<file path="src/rtl/minesweeper_pkg.sv">
// Shared constants, state encoding and board-index helper for the minesweeper
// board setup logic.
package minesweeper_pkg;

  localparam int CELL_W_DEF = 5;
  localparam logic [CELL_W_DEF-1:0] MINE_BIT = CELL_W_DEF'(1 << (CELL_W_DEF - 1));
  localparam logic [15:0] LFSR_TAPS = 16'hB400;
  localparam logic [15:0] SEED0 = 16'hACE1;

  typedef enum logic [2:0] {
    IDLE,
    CLEAR,
    GEN,
    CHECK,
    INC,
    DONE
  } state_e;

  // Row-major linear index of cell (x,y) on a board w cells wide.
  function automatic int cell_idx(input int x, input int y, input int w);
    return y * w + x;
  endfunction

endpackage

</file>
<file path="src/rtl/mine_lfsr.sv">
// 16-bit right-shifting Galois LFSR used to pick candidate mine cells.
// load has priority over step; next_o is the value one step ahead.
module mine_lfsr #(
  parameter logic [15:0] RESET_VAL = 16'hACE1
) (
  input  logic        clk,
  input  logic        reset,
  input  logic        load_i,
  input  logic [15:0] load_val_i,
  input  logic        step_i,
  output logic [15:0] state_o,
  output logic [15:0] next_o
);
  import minesweeper_pkg::*;

  logic [15:0] lfsr_q, lfsr_d;

  assign next_o  = {1'b0, lfsr_q[15:1]} ^ (lfsr_q[0] ? LFSR_TAPS : 16'h0000);
  assign state_o = lfsr_q;

  always_comb begin
    lfsr_d = lfsr_q;
    if (load_i) begin
      lfsr_d = load_val_i;
    end else if (step_i) begin
      lfsr_d = next_o;
    end
  end

  always_ff @(posedge clk or posedge reset) begin
    if (reset) begin
      lfsr_q <= RESET_VAL;
    end else begin
      lfsr_q <= lfsr_d;
    end
  end

endmodule

</file>
<file path="src/rtl/mine_placer_ctrl.sv">
// Board initialisation sequencer: clears every cell, drops numMines mines at
// LFSR-chosen cells (optionally sparing one) and bumps each mine's neighbours.
module mine_placer_ctrl #(
  parameter int          W      = 8,
  parameter int          H      = 8,
  parameter int          CELL_W = 5,
  parameter logic [15:0] SEED0  = minesweeper_pkg::SEED0
) (
  input  logic                   clk,
  input  logic                   reset,
  input  logic                   start,
  input  logic [15:0]            seed,
  input  logic [$clog2(W*H):0]   numMines,
  input  logic                   safeEn,
  input  logic [$clog2(W)-1:0]   safeX,
  input  logic [$clog2(H)-1:0]   safeY,
  output logic [$clog2(W)-1:0]   bReadX,
  output logic [$clog2(H)-1:0]   bReadY,
  input  logic [CELL_W-1:0]      bReadValue,
  output logic                   bWriteEn,
  output logic [$clog2(W)-1:0]   bWriteX,
  output logic [$clog2(H)-1:0]   bWriteY,
  output logic [CELL_W-1:0]      bWriteValue,
  output logic                   bIncAdjacent,
  output logic                   busy,
  output logic                   done,
  output logic                   error
);
  import minesweeper_pkg::*;

  localparam int XW = $clog2(W);
  localparam int YW = $clog2(H);
  localparam int SW = XW + YW;
  localparam int NW = $clog2(W * H) + 1;
  localparam logic [SW-1:0]     SCAN_LAST = '1;
  localparam logic [NW:0]       CELLS     = (NW + 1)'(W * H);
  localparam logic [CELL_W-1:0] MINE_MASK = {1'b1, {(CELL_W - 1){1'b0}}};

  state_e          state_q, state_d;
  logic [SW-1:0]   scan_q, scan_d;
  logic [NW-1:0]   placed_q, placed_d;
  logic [NW-1:0]   num_q, num_d;
  logic            safe_en_q, safe_en_d;
  logic [XW-1:0]   safe_x_q, safe_x_d;
  logic [YW-1:0]   safe_y_q, safe_y_d;
  logic [XW-1:0]   cx_q, cx_d;
  logic [YW-1:0]   cy_q, cy_d;
  logic [XW-1:0]   wx_q, rx_q;
  logic [YW-1:0]   wy_q, ry_q;
  logic            err_q, err_d;

  logic            lfsr_load, lfsr_step;
  logic [15:0]     lfsr_seed, lfsr_next;
  logic [15:0]     lfsr_state_unused;
  logic [15-SW:0]  lfsr_hi_unused;
  logic [NW:0]     limit;
  logic            too_many;
  logic            reject_cell;

  mine_lfsr #(
    .RESET_VAL(SEED0)
  ) u_lfsr (
    .clk       (clk),
    .reset     (reset),
    .load_i    (lfsr_load),
    .load_val_i(lfsr_seed),
    .step_i    (lfsr_step),
    .state_o   (lfsr_state_unused),
    .next_o    (lfsr_next)
  );

  assign lfsr_hi_unused = lfsr_next[15:SW];
  assign lfsr_seed      = (seed == 16'h0000) ? SEED0 : seed;
  assign limit          = CELLS - {{NW{1'b0}}, safeEn};
  assign too_many       = {1'b0, numMines} > limit;
  assign reject_cell    = bReadValue[CELL_W-1] ||
                          (safe_en_q && (cx_q == safe_x_q) && (cy_q == safe_y_q));
  assign busy           = (state_q != IDLE);
  assign error          = err_q;

  always_comb begin
    state_d      = state_q;
    scan_d       = scan_q;
    placed_d     = placed_q;
    num_d        = num_q;
    safe_en_d    = safe_en_q;
    safe_x_d     = safe_x_q;
    safe_y_d     = safe_y_q;
    cx_d         = cx_q;
    cy_d         = cy_q;
    err_d        = 1'b0;
    lfsr_load    = 1'b0;
    lfsr_step    = 1'b0;
    bReadX       = rx_q;
    bReadY       = ry_q;
    bWriteEn     = 1'b0;
    bWriteX      = wx_q;
    bWriteY      = wy_q;
    bWriteValue  = '0;
    bIncAdjacent = 1'b0;
    done         = 1'b0;

    case (state_q)
      IDLE: begin
        if (start) begin
          if (too_many) begin
            err_d = 1'b1;
          end else begin
            num_d     = numMines;
            safe_en_d = safeEn;
            safe_x_d  = safeX;
            safe_y_d  = safeY;
            scan_d    = '0;
            placed_d  = '0;
            lfsr_load = 1'b1;
            state_d   = CLEAR;
          end
        end
      end
      CLEAR: begin
        bWriteEn = 1'b1;
        bWriteX  = scan_q[XW-1:0];
        bWriteY  = scan_q[SW-1:XW];
        scan_d   = scan_q + 1'b1;
        if (scan_q == SCAN_LAST) begin
          state_d = (num_q == '0) ? DONE : GEN;
        end
      end
      GEN: begin
        lfsr_step = 1'b1;
        cx_d      = lfsr_next[XW-1:0];
        cy_d      = lfsr_next[SW-1:XW];
        state_d   = CHECK;
      end
      CHECK: begin
        bReadX = cx_q;
        bReadY = cy_q;
        if (reject_cell) begin
          state_d = GEN;
        end else begin
          // Keep the neighbour count already accumulated in this cell.
          bWriteEn    = 1'b1;
          bWriteX     = cx_q;
          bWriteY     = cy_q;
          bWriteValue = bReadValue | MINE_MASK;
          state_d     = INC;
        end
      end
      INC: begin
        bIncAdjacent = 1'b1;
        bWriteX      = cx_q;
        bWriteY      = cy_q;
        placed_d     = placed_q + 1'b1;
        state_d      = (placed_d == num_q) ? DONE : GEN;
      end
      DONE: begin
        done    = 1'b1;
        state_d = IDLE;
      end
      default: state_d = IDLE;
    endcase
  end

  // Address outputs hold their last driven value outside the access states.
  always_ff @(posedge clk or posedge reset) begin
    if (reset) begin
      state_q   <= IDLE;
      scan_q    <= '0;
      placed_q  <= '0;
      num_q     <= '0;
      safe_en_q <= 1'b0;
      safe_x_q  <= '0;
      safe_y_q  <= '0;
      cx_q      <= '0;
      cy_q      <= '0;
      wx_q      <= '0;
      wy_q      <= '0;
      rx_q      <= '0;
      ry_q      <= '0;
      err_q     <= 1'b0;
    end else begin
      state_q   <= state_d;
      scan_q    <= scan_d;
      placed_q  <= placed_d;
      num_q     <= num_d;
      safe_en_q <= safe_en_d;
      safe_x_q  <= safe_x_d;
      safe_y_q  <= safe_y_d;
      cx_q      <= cx_d;
      cy_q      <= cy_d;
      wx_q      <= bWriteX;
      wy_q      <= bWriteY;
      rx_q      <= bReadX;
      ry_q      <= bReadY;
      err_q     <= err_d;
    end
  end

endmodule
</file>
<file path="config.mk">
export PLATFORM = sky130hd
export DESIGN_NAME = mine_placer_ctrl
export DESIGN_NICKNAME = d
export VERILOG_FILES = /design/src/rtl/minesweeper_pkg.sv /design/src/rtl/mine_lfsr.sv /design/src/rtl/mine_placer_ctrl.sv
export SDC_FILE = /design/constraint.sdc
export NUM_CORES = 1
export LEC_CHECK = 0
export CAP_MARGIN = 20
export CORE_ASPECT_RATIO = 1.25
export CORE_MARGIN = 2
export CORE_UTILIZATION = 45
export DETAILED_ROUTE_END_ITERATION = 16
export HOLD_SLACK_MARGIN = 0.1
export PLACE_DENSITY = 0.67
export SLEW_MARGIN = 5
export SYNTH_ARGS = -nofsm -noshare
export SYNTH_HDL_FRONTEND = slang
export SYNTH_SLANG_ARGS = --single-unit
</file>
<file path="constraint.sdc">
create_clock -name clk -period 2.2 [get_ports clk]
set_input_delay 0.44 -clock clk [delete_from_list [all_inputs] [get_ports clk]]
set_output_delay 0.44 -clock clk [all_outputs]
set_load 0.1 [all_outputs]
</file>
==> results.tsv <==
stage	metric	value	unit
yosys	synth-main-ff-cell	dfrtp_1	
worst_hold_path	hold_path.class	primary input to flop	
detailed_routing	wl	9.20	mm
floorplan	core-area	0.00736	sq mm
yosys	ys_types	56	
clocking	root_buffer	clkbuf_8	
pwr	ir_worst_vdd	1.63	mV
worst_setup_path	cp_slowest_stage_delay	0.40	ns
placed_design	port_buffers	59	
clocking	insertion_delay	0.35	ns
yosys	synth_edf_count	0	
status	outcome	finished, violations left	
finish	final_core_util	0.699	
detailed_routing	first_iter_violations	155	
flow_run	cap_violations	0	
worst_setup_path	crit_path_top_delay_cell	dfrtp_1	
yosys	syn_area	0.00339	sq mm
placed_design	gp_congestion	0.848	
grt	busiest_layer	met2	
finish	fill_cells	551	
yosys	ys.warnings.count	0	
yosys	syn_inst	357	
grt	grt_use_met2	0.413	
floorplan	die_area	0.00825	sq mm
pwr	total_power	0.00824	W
floorplan	dieHeight	101	um
worst_setup_path	critPathRequiredTime	1.76	ns
floorplan	ioPinCount	60	
grt	grt_usage	0.235	
detailed_routing	viasPerCell	5.52	
finish	drive_above_1_share	0.333	
clocking	numCtsBuffers	9	
placed_design	dp_hpwl	6.26	mm
placed_design	place_area	0.00461	sq mm
status	violations	setup timing	
clocking	cts_sinks	65	
detailed_routing	vias	3077	
grt	overflow	0	
grt	antenna_found_initial	0	
clocking	hold_buffers	0	
worst_setup_path	critPathMaxFanout	6	
worst_setup_path	worstSetupPathType	flop to output pin	
timing	worst_pin_slew	0.795	ns
timing	setup-tns-final	-4.03	ns
grt	grt_max_degree	66	
yosys	synthArstFlopShare	1.00	
grt	grt_util_met1	0.284	
worst_setup_path	critPathLaunchType	flop	
placed_design	dp_slack	-0.677	ns
timing	rsz0062_at_grt	yes	
pwr	p_leak	2.41	nW
timing	finalSetupViolations	12	
detailed_routing	drtAntennaViolNets	0	
worst_setup_path	crit_chain	xor2_1 > nor3_2 > a41oi_2 > nor2b_4 > or2_4 > a221o_4 > buf_12	
timing	clock.fmax	367	MHz
finish	area_delta_synth_final	51.8	%
grt	grt_util_met3	0.0332	
yosys	ys_ff_latch	65	
timing	slew_viol_final	0	
detailed_routing	first_pass_iters	4	
clocking	clkTransAtPathRegs	0.08	ns
grt	grt_first_pass_wirelength	14.7	mm
timing	timing.slew.headroom	0.470	
grt	grt_pass1_vias	3027	
timing	layout_min_cycle_time	2.72	ns
timing	hold_violations	0	
floorplan	die_w	81.6	um
timing	skew	0.00934	ns
yosys	syn-num-nets	404	
detailed_routing	drc	0	
finish	num-nets-final	507	
floorplan	rows	35	
finish	multi_input_area	0.00185	sq mm
floorplan	start_util	0.461	
yosys	syn_avg_cell_area	9.50	sq um
clocking	cts_tree	done	
timing	fin_ws	-0.522	ns
clocking	htreeDepth	3	
pwr	power.density	1600	mW/mm^2
worst_setup_path	arrival	2.28	ns
worst_setup_path	endpoint_kind	output pin	
timing	finalCritPeriodShare	1.24	
yosys	ys_seq_area_frac	0.483	
clocking	cts_max_path_buffers	2	
detailed_routing	routedWlPerCell	16.5	um
finish	num_antenna_cells	0	
finish	final_cell_area	0.00515	sq mm
finish	ff_latch_area	0.00164	sq mm
==> final timing paths <==
| path | start | end | slack (ns) | cells after the start |
|---|---|---|---|---|
| worst max-delay path | safe_x_q[1] | bWriteY[1] | -0.52 | 7 |
| worst min-delay path | numMines[0] | num_q[0] | 0.49 | 4 |
| worst max register to register | placed_q[1] | state_q[0] | 0.09 | 7 |
| worst min register to register | u_lfsr.state_o[5] | u_lfsr.state_o[5] | 0.50 | 2 |
| max in group asynchronous | reset | u_lfsr.state_o[5] | 1.37 | 3 |
| min in group asynchronous | reset | error | 0.50 | 3 |
==> area by class of cell <==
type | count | share of cell area
flip-flops and latches | 65 | 0.318
clock inverters | 6 | 0.0204
clock buffers | 10 | 0.0267
multi-input cells | 268 | 0.360
inverters | 6 | 0.00511
repair buffers | 110 | 0.247
well taps | 92 | 0.0224
==> where the power goes <==
part           leakage, nW  switching, W  total (W)  internal [W]
combinational         1.48       0.00283    0.00486       0.00202
sequential           0.806      0.000368    0.00212       0.00176
clock                0.126      0.000479    0.00126      0.000778
total                 2.41       0.00368    0.00824       0.00456
==> metrics by stage <==
step,instances,hold WS [ns]
floorplan,357,0.458
global placement,528,0.479
detailed placement,528,0.487
CTS,556,0.500
global route,557,0.497
finish,557,0.495
==> critical path: cells and delay by family (launching register included) <==
kind | cells | cell delay (ns)
AND/OR/NAND/NOR | 3 | 0.63
flip-flops | 1 | 0.40
XOR/XNOR | 1 | 0.16
buffers and inverters | 1 | 0.17
AO/OA/AOI/OAI | 2 | 0.55
==> cells in the mapped netlist, types with 6 or more instances <==
library cell,instances,area [sq um]
xnor2_1,7,61.3
mux2_2,9,101
nor3_1,12,60.1
clkbuf_1,8,30.0
a31oi_1,11,68.8
nand3_1,8,40.0
and2_1,10,62.6
inv_1,6,22.5
nand2_1,88,330
nor2_1,22,82.6
a21oi_1,7,35.0
o21ai_0,9,45.0
buf_2,7,35.0
a221o_1,7,70.1
dfrtp_1,57,1430
a22o_1,6,52.6
xor2_1,15,131
ha_1,9,113
dfstp_2,8,210
==> state kept, by name (all words and copies together), names as in the netlist, 3 cells and up <==
signal / cells
u_lfsr.state_o: 16
safe_y_q: 3
cy_q: 3
rx_q: 3
ry_q: 3
scan_q: 6
num_q: 7
placed_q: 7
safe_x_q: 3
wx_q: 3
wy_q: 3
state_q: 3
cx_q: 3
==> cell families (layout without fill, tap and decap cells) <==
logic type,count (synthesis),in the layout,synth area share
adder cells (fa/ha/maj),9,9,0.0332
flip-flops,65,65,0.483
XOR/XNOR,22,22,0.0568
AND/OR/NAND/NOR,168,168,0.235
buffers and inverters,24,132,0.0336
AO/OA/AOI/OAI,60,60,0.128
multiplexers,9,9,0.0299
==> per-layer routing <==
layer / vias to the layer above / part of all wire
met5: - / 0
met4: 0 / 0.024
met3: 20 / 0.027
met2: 70 / 0.53
met1: 1538 / 0.42
li1: 1449 / -
==> cells in the final DEF (no fill, tap or decap), types with 5 or more instances in the layout <==
cell | netlist | layout
xor2_1 | 15 | 15
nor4_1 | 5 | 5
buf_12 | 0 | 22
nor3_1 | 12 | 11
a31oi_1 | 11 | 11
clkdlybuf4s50_1 | 0 | 32
dfrtp_1 | 57 | 56
clkbuf_8 | 0 | 10
mux2_2 | 9 | 8
a22o_1 | 6 | 6
nor2_1 | 22 | 19
and2_1 | 10 | 6
dfstp_2 | 8 | 8
o21ai_0 | 9 | 8
nand2_1 | 88 | 86
nand3_1 | 8 | 7
a221o_4 | 0 | 6
ha_1 | 9 | 6
xnor2_1 | 7 | 7
a21oi_1 | 7 | 7
buf_4 | 0 | 44
==> timing repair <==
| item | in CTS | in global routing |
|---|---|---|
| resized for setup | 25 | 16 |
| setup buffers | 10 | 4 |
| pin swaps | 20 | 14 |
| endpoints found under the setup margin | 63 | 38 |
| cloned | 2 | 0 |
No activity file was read; power rests on OpenSTA's default activity.
